[src/rtl/fetch_unit.sv]
`default_nettype none
// ============================================================================
//  Module   : fetch_unit
//  Purpose  : Instruction-fetch front end. Issues one blocking icache request
//             at a time, buffers {pc, instruction} pairs in a prefetch FIFO,
//             hands them to decode over valid/ready and honours redirects by
//             flushing the FIFO and discarding any stale in-flight response.
//  Revision : 1.0 - initial release
// ============================================================================
module fetch_unit #(
  parameter int              XLEN       = 32,
  parameter logic [XLEN-1:0] RESET_PC   = 'h1000,
  parameter int              FIFO_DEPTH = 4,
  parameter int              CNT_WIDTH  = 16
) (
  input  logic                 clk,
  input  logic                 reset,
  output logic                 icache_access,
  output logic [XLEN-1:0]      icache_address,
  input  logic                 icache_data_ready,
  input  logic [XLEN-1:0]      icache_data_out,
  input  logic                 redirect_valid,
  input  logic [XLEN-1:0]      redirect_pc,
  output logic                 redirect_misaligned,
  output logic                 fetch_valid,
  input  logic                 fetch_ready,
  output logic [XLEN-1:0]      fetch_pc,
  output logic [XLEN-1:0]      fetch_instruction,
  output logic [CNT_WIDTH-1:0] stall_cycles
);

  localparam int c_PTR_W = $clog2(FIFO_DEPTH);
  localparam int c_CNT_W = $clog2(FIFO_DEPTH + 1);
  localparam logic [c_CNT_W-1:0] c_DEPTH = c_CNT_W'(FIFO_DEPTH);

  localparam logic [1:0] c_IDLE = 2'd0;
  localparam logic [1:0] c_REQ  = 2'd1;
  localparam logic [1:0] c_DROP = 2'd2;

  logic [1:0]           r_state;
  logic [1:0]           w_state_next;
  logic [XLEN-1:0]      r_pc;
  logic [XLEN-1:0]      r_stale_addr;
  logic [XLEN-1:0]      r_pc_mem  [FIFO_DEPTH];
  logic [XLEN-1:0]      r_ins_mem [FIFO_DEPTH];
  logic [c_PTR_W-1:0]   r_wr_ptr;
  logic [c_PTR_W-1:0]   r_rd_ptr;
  logic [c_CNT_W-1:0]   r_count;
  logic [c_CNT_W-1:0]   w_count_next;
  logic                 r_misaligned;
  logic [CNT_WIDTH-1:0] r_stall;
  logic                 w_push;
  logic                 w_pop;

  // A redirect squashes both the response arriving this cycle and any pop.
  assign w_push = (r_state == c_REQ) && icache_data_ready && !redirect_valid;
  assign w_pop  = fetch_valid && fetch_ready && !redirect_valid;

  assign fetch_valid         = (r_count != '0);
  assign fetch_pc            = r_pc_mem[r_rd_ptr];
  assign fetch_instruction   = r_ins_mem[r_rd_ptr];
  assign icache_access       = (r_state != c_IDLE);
  // DROP keeps presenting the address of the request that is still outstanding.
  assign icache_address      = (r_state == c_DROP) ? r_stale_addr : r_pc;
  assign redirect_misaligned = r_misaligned;
  assign stall_cycles        = r_stall;

  // Occupancy after this cycle's push/pop (ignoring flush).
  always_comb begin
    w_count_next = r_count;
    if (w_push && !w_pop) begin
      w_count_next = r_count + c_CNT_W'(1);
    end else if (!w_push && w_pop) begin
      w_count_next = r_count - c_CNT_W'(1);
    end
  end

  // Request sequencing: only request when the response is guaranteed a slot.
  always_comb begin
    w_state_next = r_state;
    case (r_state)
      c_IDLE: begin
        if (redirect_valid || (r_count < c_DEPTH)) w_state_next = c_REQ;
      end
      c_REQ: begin
        if (redirect_valid) begin
          w_state_next = icache_data_ready ? c_REQ : c_DROP;
        end else if (icache_data_ready) begin
          w_state_next = (w_count_next < c_DEPTH) ? c_REQ : c_IDLE;
        end
      end
      c_DROP: begin
        if (icache_data_ready) w_state_next = c_REQ;
      end
      default: w_state_next = c_IDLE;
    endcase
  end

  // State, fetch PC, stale request address and the misalignment pulse.
  always_ff @(posedge clk or negedge reset) begin
    if (!reset) begin
      r_state      <= c_IDLE;
      r_pc         <= RESET_PC;
      r_stale_addr <= '0;
      r_misaligned <= 1'b0;
    end else begin
      r_state      <= w_state_next;
      r_misaligned <= redirect_valid && (redirect_pc[1:0] != 2'b00);
      if (redirect_valid && (r_state == c_REQ) && !icache_data_ready) begin
        r_stale_addr <= r_pc;
      end
      if (redirect_valid) begin
        r_pc <= {redirect_pc[XLEN-1:2], 2'b00};
      end else if (w_push) begin
        r_pc <= r_pc + XLEN'(4);
      end
    end
  end

  // FIFO pointers and occupancy; a redirect empties the FIFO outright.
  always_ff @(posedge clk or negedge reset) begin
    if (!reset) begin
      r_wr_ptr <= '0;
      r_rd_ptr <= '0;
      r_count  <= '0;
    end else if (redirect_valid) begin
      r_wr_ptr <= '0;
      r_rd_ptr <= '0;
      r_count  <= '0;
    end else begin
      if (w_push) r_wr_ptr <= r_wr_ptr + c_PTR_W'(1);
      if (w_pop)  r_rd_ptr <= r_rd_ptr + c_PTR_W'(1);
      r_count <= w_count_next;
    end
  end

  // FIFO storage; contents are qualified by the count so need no reset.
  always_ff @(posedge clk) begin
    if (w_push) begin
      r_pc_mem[r_wr_ptr]  <= r_pc;
      r_ins_mem[r_wr_ptr] <= icache_data_out;
    end
  end

  // Saturating count of cycles where decode holds off a valid head.
  always_ff @(posedge clk or negedge reset) begin
    if (!reset) begin
      r_stall <= '0;
    end else if (fetch_valid && !fetch_ready && (r_stall != '1)) begin
      r_stall <= r_stall + CNT_WIDTH'(1);
    end
  end

endmodule
`default_nettype wire
[config.mk]
export PLATFORM = sky130hd
export DESIGN_NAME = fetch_unit
export DESIGN_NICKNAME = d
export VERILOG_FILES = /design/src/rtl/fetch_unit.sv
export SDC_FILE = /design/constraint.sdc
export NUM_CORES = 1
export LEC_CHECK = 0
export CAP_MARGIN = 20
export CELL_PAD_IN_SITES_DETAIL_PLACEMENT = 1
export CELL_PAD_IN_SITES_GLOBAL_PLACEMENT = 2
export CORE_ASPECT_RATIO = 2
export CORE_MARGIN = 2
export CORE_UTILIZATION = 45
export CTS_BUF_LIST = sky130_fd_sc_hd__clkbuf_4
export DETAILED_ROUTE_END_ITERATION = 12
export GPL_ROUTABILITY_DRIVEN = 0
export PLACE_DENSITY = 0.87
export SLEW_MARGIN = 30
export SYNTH_ARGS = -nofsm -noshare
export SYNTH_HDL_FRONTEND = slang
export SYNTH_SLANG_ARGS = --single-unit
[constraint.sdc]
create_clock -name clk -period 6.3 [get_ports clk]
set_input_delay 1.575 -clock clk [delete_from_list [all_inputs] [get_ports clk]]
set_output_delay 1.575 -clock clk [all_outputs]
set_load 0.03 [all_outputs]
==> impl_metrics.json <==
{
  "antenna_found_initial": 1,
  "async_flop_share": 0.257,
  "synthDistinctLibCells": 54,
  "cts_num_sinks": 334,
  "remaining_drc_errors": 0,
  "drt_first_iter_violations": 395,
  "power.density_cell_area_mw_per_mm2": 373,
  "ctsHoldBuffers": 0,
  "timing.final.ws_setup_ps": 1380,
  "vdd.ir_drop.worst_mv": 0.219,
  "vias": 7810,
  "maximum_clock_frequency_mhz": 203,
  "cp_cell_sequence": "buf_12 -> buf_4 -> mux4_2 -> clkdlybuf4s50_1",
  "netlist_instances": 762,
  "cp_slowest_stage_delay_ps": 860,
  "outcome": "finished, final reports clean",
  "wl_per_cell_um": 23.1,
  "critical_path.startpoint_type": "flop",
  "timing.critical_path.to": "fetch_instruction[19]",
  "port_buffers": 179,
  "synth_top_flop_cell": "sky130_fd_sc_hd__edfxtp_1",
  "area_taken_by_multi_input_logic_gates_sq_mm": 0.00376,
  "syn-cell-area_sq_mm": 0.0135,
  "core_region_area_sq_mm": 0.0296,
  "fillCellCount": 2785,
  "postRouteAntennaNets": 0,
  "hpwl_um": 21800,
  "die_w_um": 127,
  "fin_cells": 1417,
  "setup_repair_after_global_routing_missed_its_margin": "false",
  "signal_arrival_time_at_the_worst_endpoint_ps": 3340,
  "finish.net_count": 1074,
  "grt_max_degree": 64,
  "setup_viol_count_final": 0,
  "cts_tree": "done",
  "floorplan.initialDensity": 0.457,
  "design.portCount": 184,
  "place_inst": 1279,
  "post-cts-setup-buffers": 0,
  "rr_startpoint": "r_state[0]$_DFFE_PN0P_",
  "synthesis.yosys.warnings": 0,
  "clock-root-buffer": "sky130_fd_sc_hd__clkbuf_4",
  "syn-mean-instance-area_sq_um": 17.8,
  "cts.clk_slew.worst_paths_ps": 80,
  "worst_setup_path_end_kind": "output pin",
  "timing.max_cap.violations": 0,
  "cts_htree_levels": 3,
  "worstSkewPairLatency_ps": 740,
  "p_r_area_growth_vs_syn_pct": 24.0,
  "chipHeight_um": 249,
  "synth_sequential_area_ratio": 0.709,
  "die_outline_area_sq_mm": 0.0316,
  "grt_pass1_wl_um": 51200,
  "vias_in_the_first_global_route": 9034,
  "worst-r2r-cell-count": 4,
  "worst_clock_skew_ps": 41.3,
  "post-route-min-period_ps": 4920,
  "drive_gt1_frac": 0.254,
  "crit-reg2reg-capture": "r_pc[20]$_DFFE_PN0N_",
  "crit_path_top_delay_cell": "sky130_fd_sc_hd__dfrtp_4",
  "critPathMaxFanout": 30,
  "cp-startpoint": "r_rd_ptr[0]$_DFFE_PN0P_",
  "detail_route.vias_per_cell": 5.51,
  "hp-class": "flop to flop",
  "final_min_period_over_clock_period": 0.781,
  "preCtsSetupSlack_ps": 2000,
  "grt_usage": 0.215,
  "slew_headroom": 0.380,
  "critPathRequiredTime_ps": 4720,
  "detailedRoute.firstPassIterationCount": 4,
  "cellLeakagePower_uw": 0.00571,
  "clockBufferDepth": 3,
  "cts_made_buffers": 77,
  "critical_path_class": "flop to output pin",
  "globalRoute.totalOverflow": 0,
  "postCtsResizedCells": 0,
  "yosys_register_bits": 334,
  "std_cell_rows": 89,
  "synth_enable_flop_cells": 248,
  "drv_slew": 0,
  "setup_tns_ps": 0,
  "timing.final.hold_violations": 0,
  "worst-r2r-setup-slack_ps": 3710,
  "regArea_sq_mm": 0.00961,
  "tightest_slew_ps": 930,
  "drt_wl_total_um": 32700,
  "whs_ps": 501
}
## power by group
group	internal, uW	switching [uW]	total [uW]
Clock	800	832	1630
Combinational	860	922	1780
Sequential	2620	230	2850
## Yosys cell counts, drive strengths merged (9+ instances only)
master  instances  area share
mux4           62        0.10
dfrtp          85        0.16
and3           12      0.0055
nor2           26      0.0072
nand4          15      0.0069
xnor2          22       0.014
or3             9      0.0042
or4            11      0.0064
edfxtp        248        0.55
nand2          28      0.0078
nand3          19      0.0070
o31ai          10      0.0055
a31oi          18      0.0083
inv            11      0.0030
ha              9      0.0083
clkbuf         23      0.0064
buf            17      0.0073
mux2           60       0.050
o21ai          25      0.0092
## layout by cell type (no fill, tap or decap), types with 3 or more instances in the layout
cell type,Yosys,final
sky130_fd_sc_hd__edfxtp_1,248,248
sky130_fd_sc_hd__clkdlybuf4s50_1,0,178
sky130_fd_sc_hd__clkbuf_4,0,109
sky130_fd_sc_hd__dfrtp_1,85,83
sky130_fd_sc_hd__mux4_2,62,62
sky130_fd_sc_hd__mux2_2,60,60
sky130_fd_sc_hd__nand2_1,28,28
sky130_fd_sc_hd__o21ai_0,25,25
sky130_fd_sc_hd__nor2_1,26,25
sky130_fd_sc_hd__clkinv_1,1,22
sky130_fd_sc_hd__xnor2_1,22,22
sky130_fd_sc_hd__nand3_1,19,19
sky130_fd_sc_hd__a31oi_1,18,18
sky130_fd_sc_hd__nand4_1,15,15
sky130_fd_sc_hd__inv_1,11,11
sky130_fd_sc_hd__o31ai_1,10,10
sky130_fd_sc_hd__or4_1,10,10
sky130_fd_sc_hd__ha_1,9,9
sky130_fd_sc_hd__and3_1,12,8
sky130_fd_sc_hd__or3_1,8,8
sky130_fd_sc_hd__and4_1,7,7
sky130_fd_sc_hd__xor2_1,6,6
sky130_fd_sc_hd__buf_4,4,6
sky130_fd_sc_hd__and3_4,0,4
sky130_fd_sc_hd__nor3_1,4,4
sky130_fd_sc_hd__conb_1,1,4
sky130_fd_sc_hd__buf_12,0,4
sky130_fd_sc_hd__o211ai_1,3,3
sky130_fd_sc_hd__a21oi_1,3,3
sky130_fd_sc_hd__o2111ai_1,3,3
sky130_fd_sc_hd__inv_2,0,3
sky130_fd_sc_hd__buf_16,0,3
## worst min-delay path by stage
| stage | slack [ps] | from | depth (start not counted) | to |
|---|---|---|---|---|
| finish | 500 | stall_cycles[14]$_DFFE_PN0P_ | 1 | stall_cycles[14]$_DFFE_PN0P_ |
| global route | 520 | r_stale_addr[23]$_DFFE_PN0P_ | 1 | r_stale_addr[23]$_DFFE_PN0P_ |
| CTS | 500 | stall_cycles[14]$_DFFE_PN0P_ | 1 | stall_cycles[14]$_DFFE_PN0P_ |
| detailed placement | 490 | stall_cycles[14]$_DFFE_PN0P_ | 1 | stall_cycles[14]$_DFFE_PN0P_ |
| global placement | 480 | stall_cycles[14]$_DFFE_PN0P_ | 1 | stall_cycles[14]$_DFFE_PN0P_ |
| floorplan | 470 | r_pc[4]$_DFFE_PN0N_ | 0 | r_pc_mem[0][4]$_DFFE_PP_ |
## layout make-up
cell class / count / area share
Sequential cell: 334 / 0.572
Multi-Input combinational cell: 379 / 0.224
Timing Repair Buffer: 192 / 0.119
Clock buffer: 109 / 0.0487
Tap cell: 364 / 0.0271
Clock inverter: 26 / 0.00611
Inverter: 12 / 0.00268
Antenna cell: 1 / 0.000149
## layer usage
layer  wire length (um)  vias to the layer above  GRT usage
li1                   -                     3539          -
met3               1600                       48     0.0512
met4                874                        0     0.0879
met2              18900                      225      0.411
met1              11300                     3998      0.219
met5                  0                        -          0
## registers in the layout, summed over array words and instances (netlist names)
name                 cells
r_ins_mem              128
r_pc_mem               120
r_pc                    30
r_stale_addr            30
stall_cycles            16
r_count                  3
r_rd_ptr                 2
r_state                  2
r_wr_ptr                 2
redirect_misaligned      1
## critical path: cells and delay by family, from the launching register on
kind / cells / cell delay [ps]
DFF: 1 / 860
muxes: 1 / 550
buffers and inverters: 3 / 1160
## kinds of logic after synthesis
group	share of synthesized area
adders and majority gates	0.00905
DFF	0.709
xor gates and xnor gates	0.0200
and+or+nand+nor	0.0599
muxes	0.154
other	0.000277
buffers and inverters	0.0170
AOI/OAI and AO/OA	0.0314
## metrics by stage
step	cell area [sq um]	total power (uW)	util
after CTS	16800	6360	0.566
after global placement	15700	4620	0.530
after detailed placement	15800	4700	0.535
final	16800	6260	0.567
after floorplan	13600	3960	-
after global routing	16800	6580	0.567
Power figures use the tool's default switching activity.
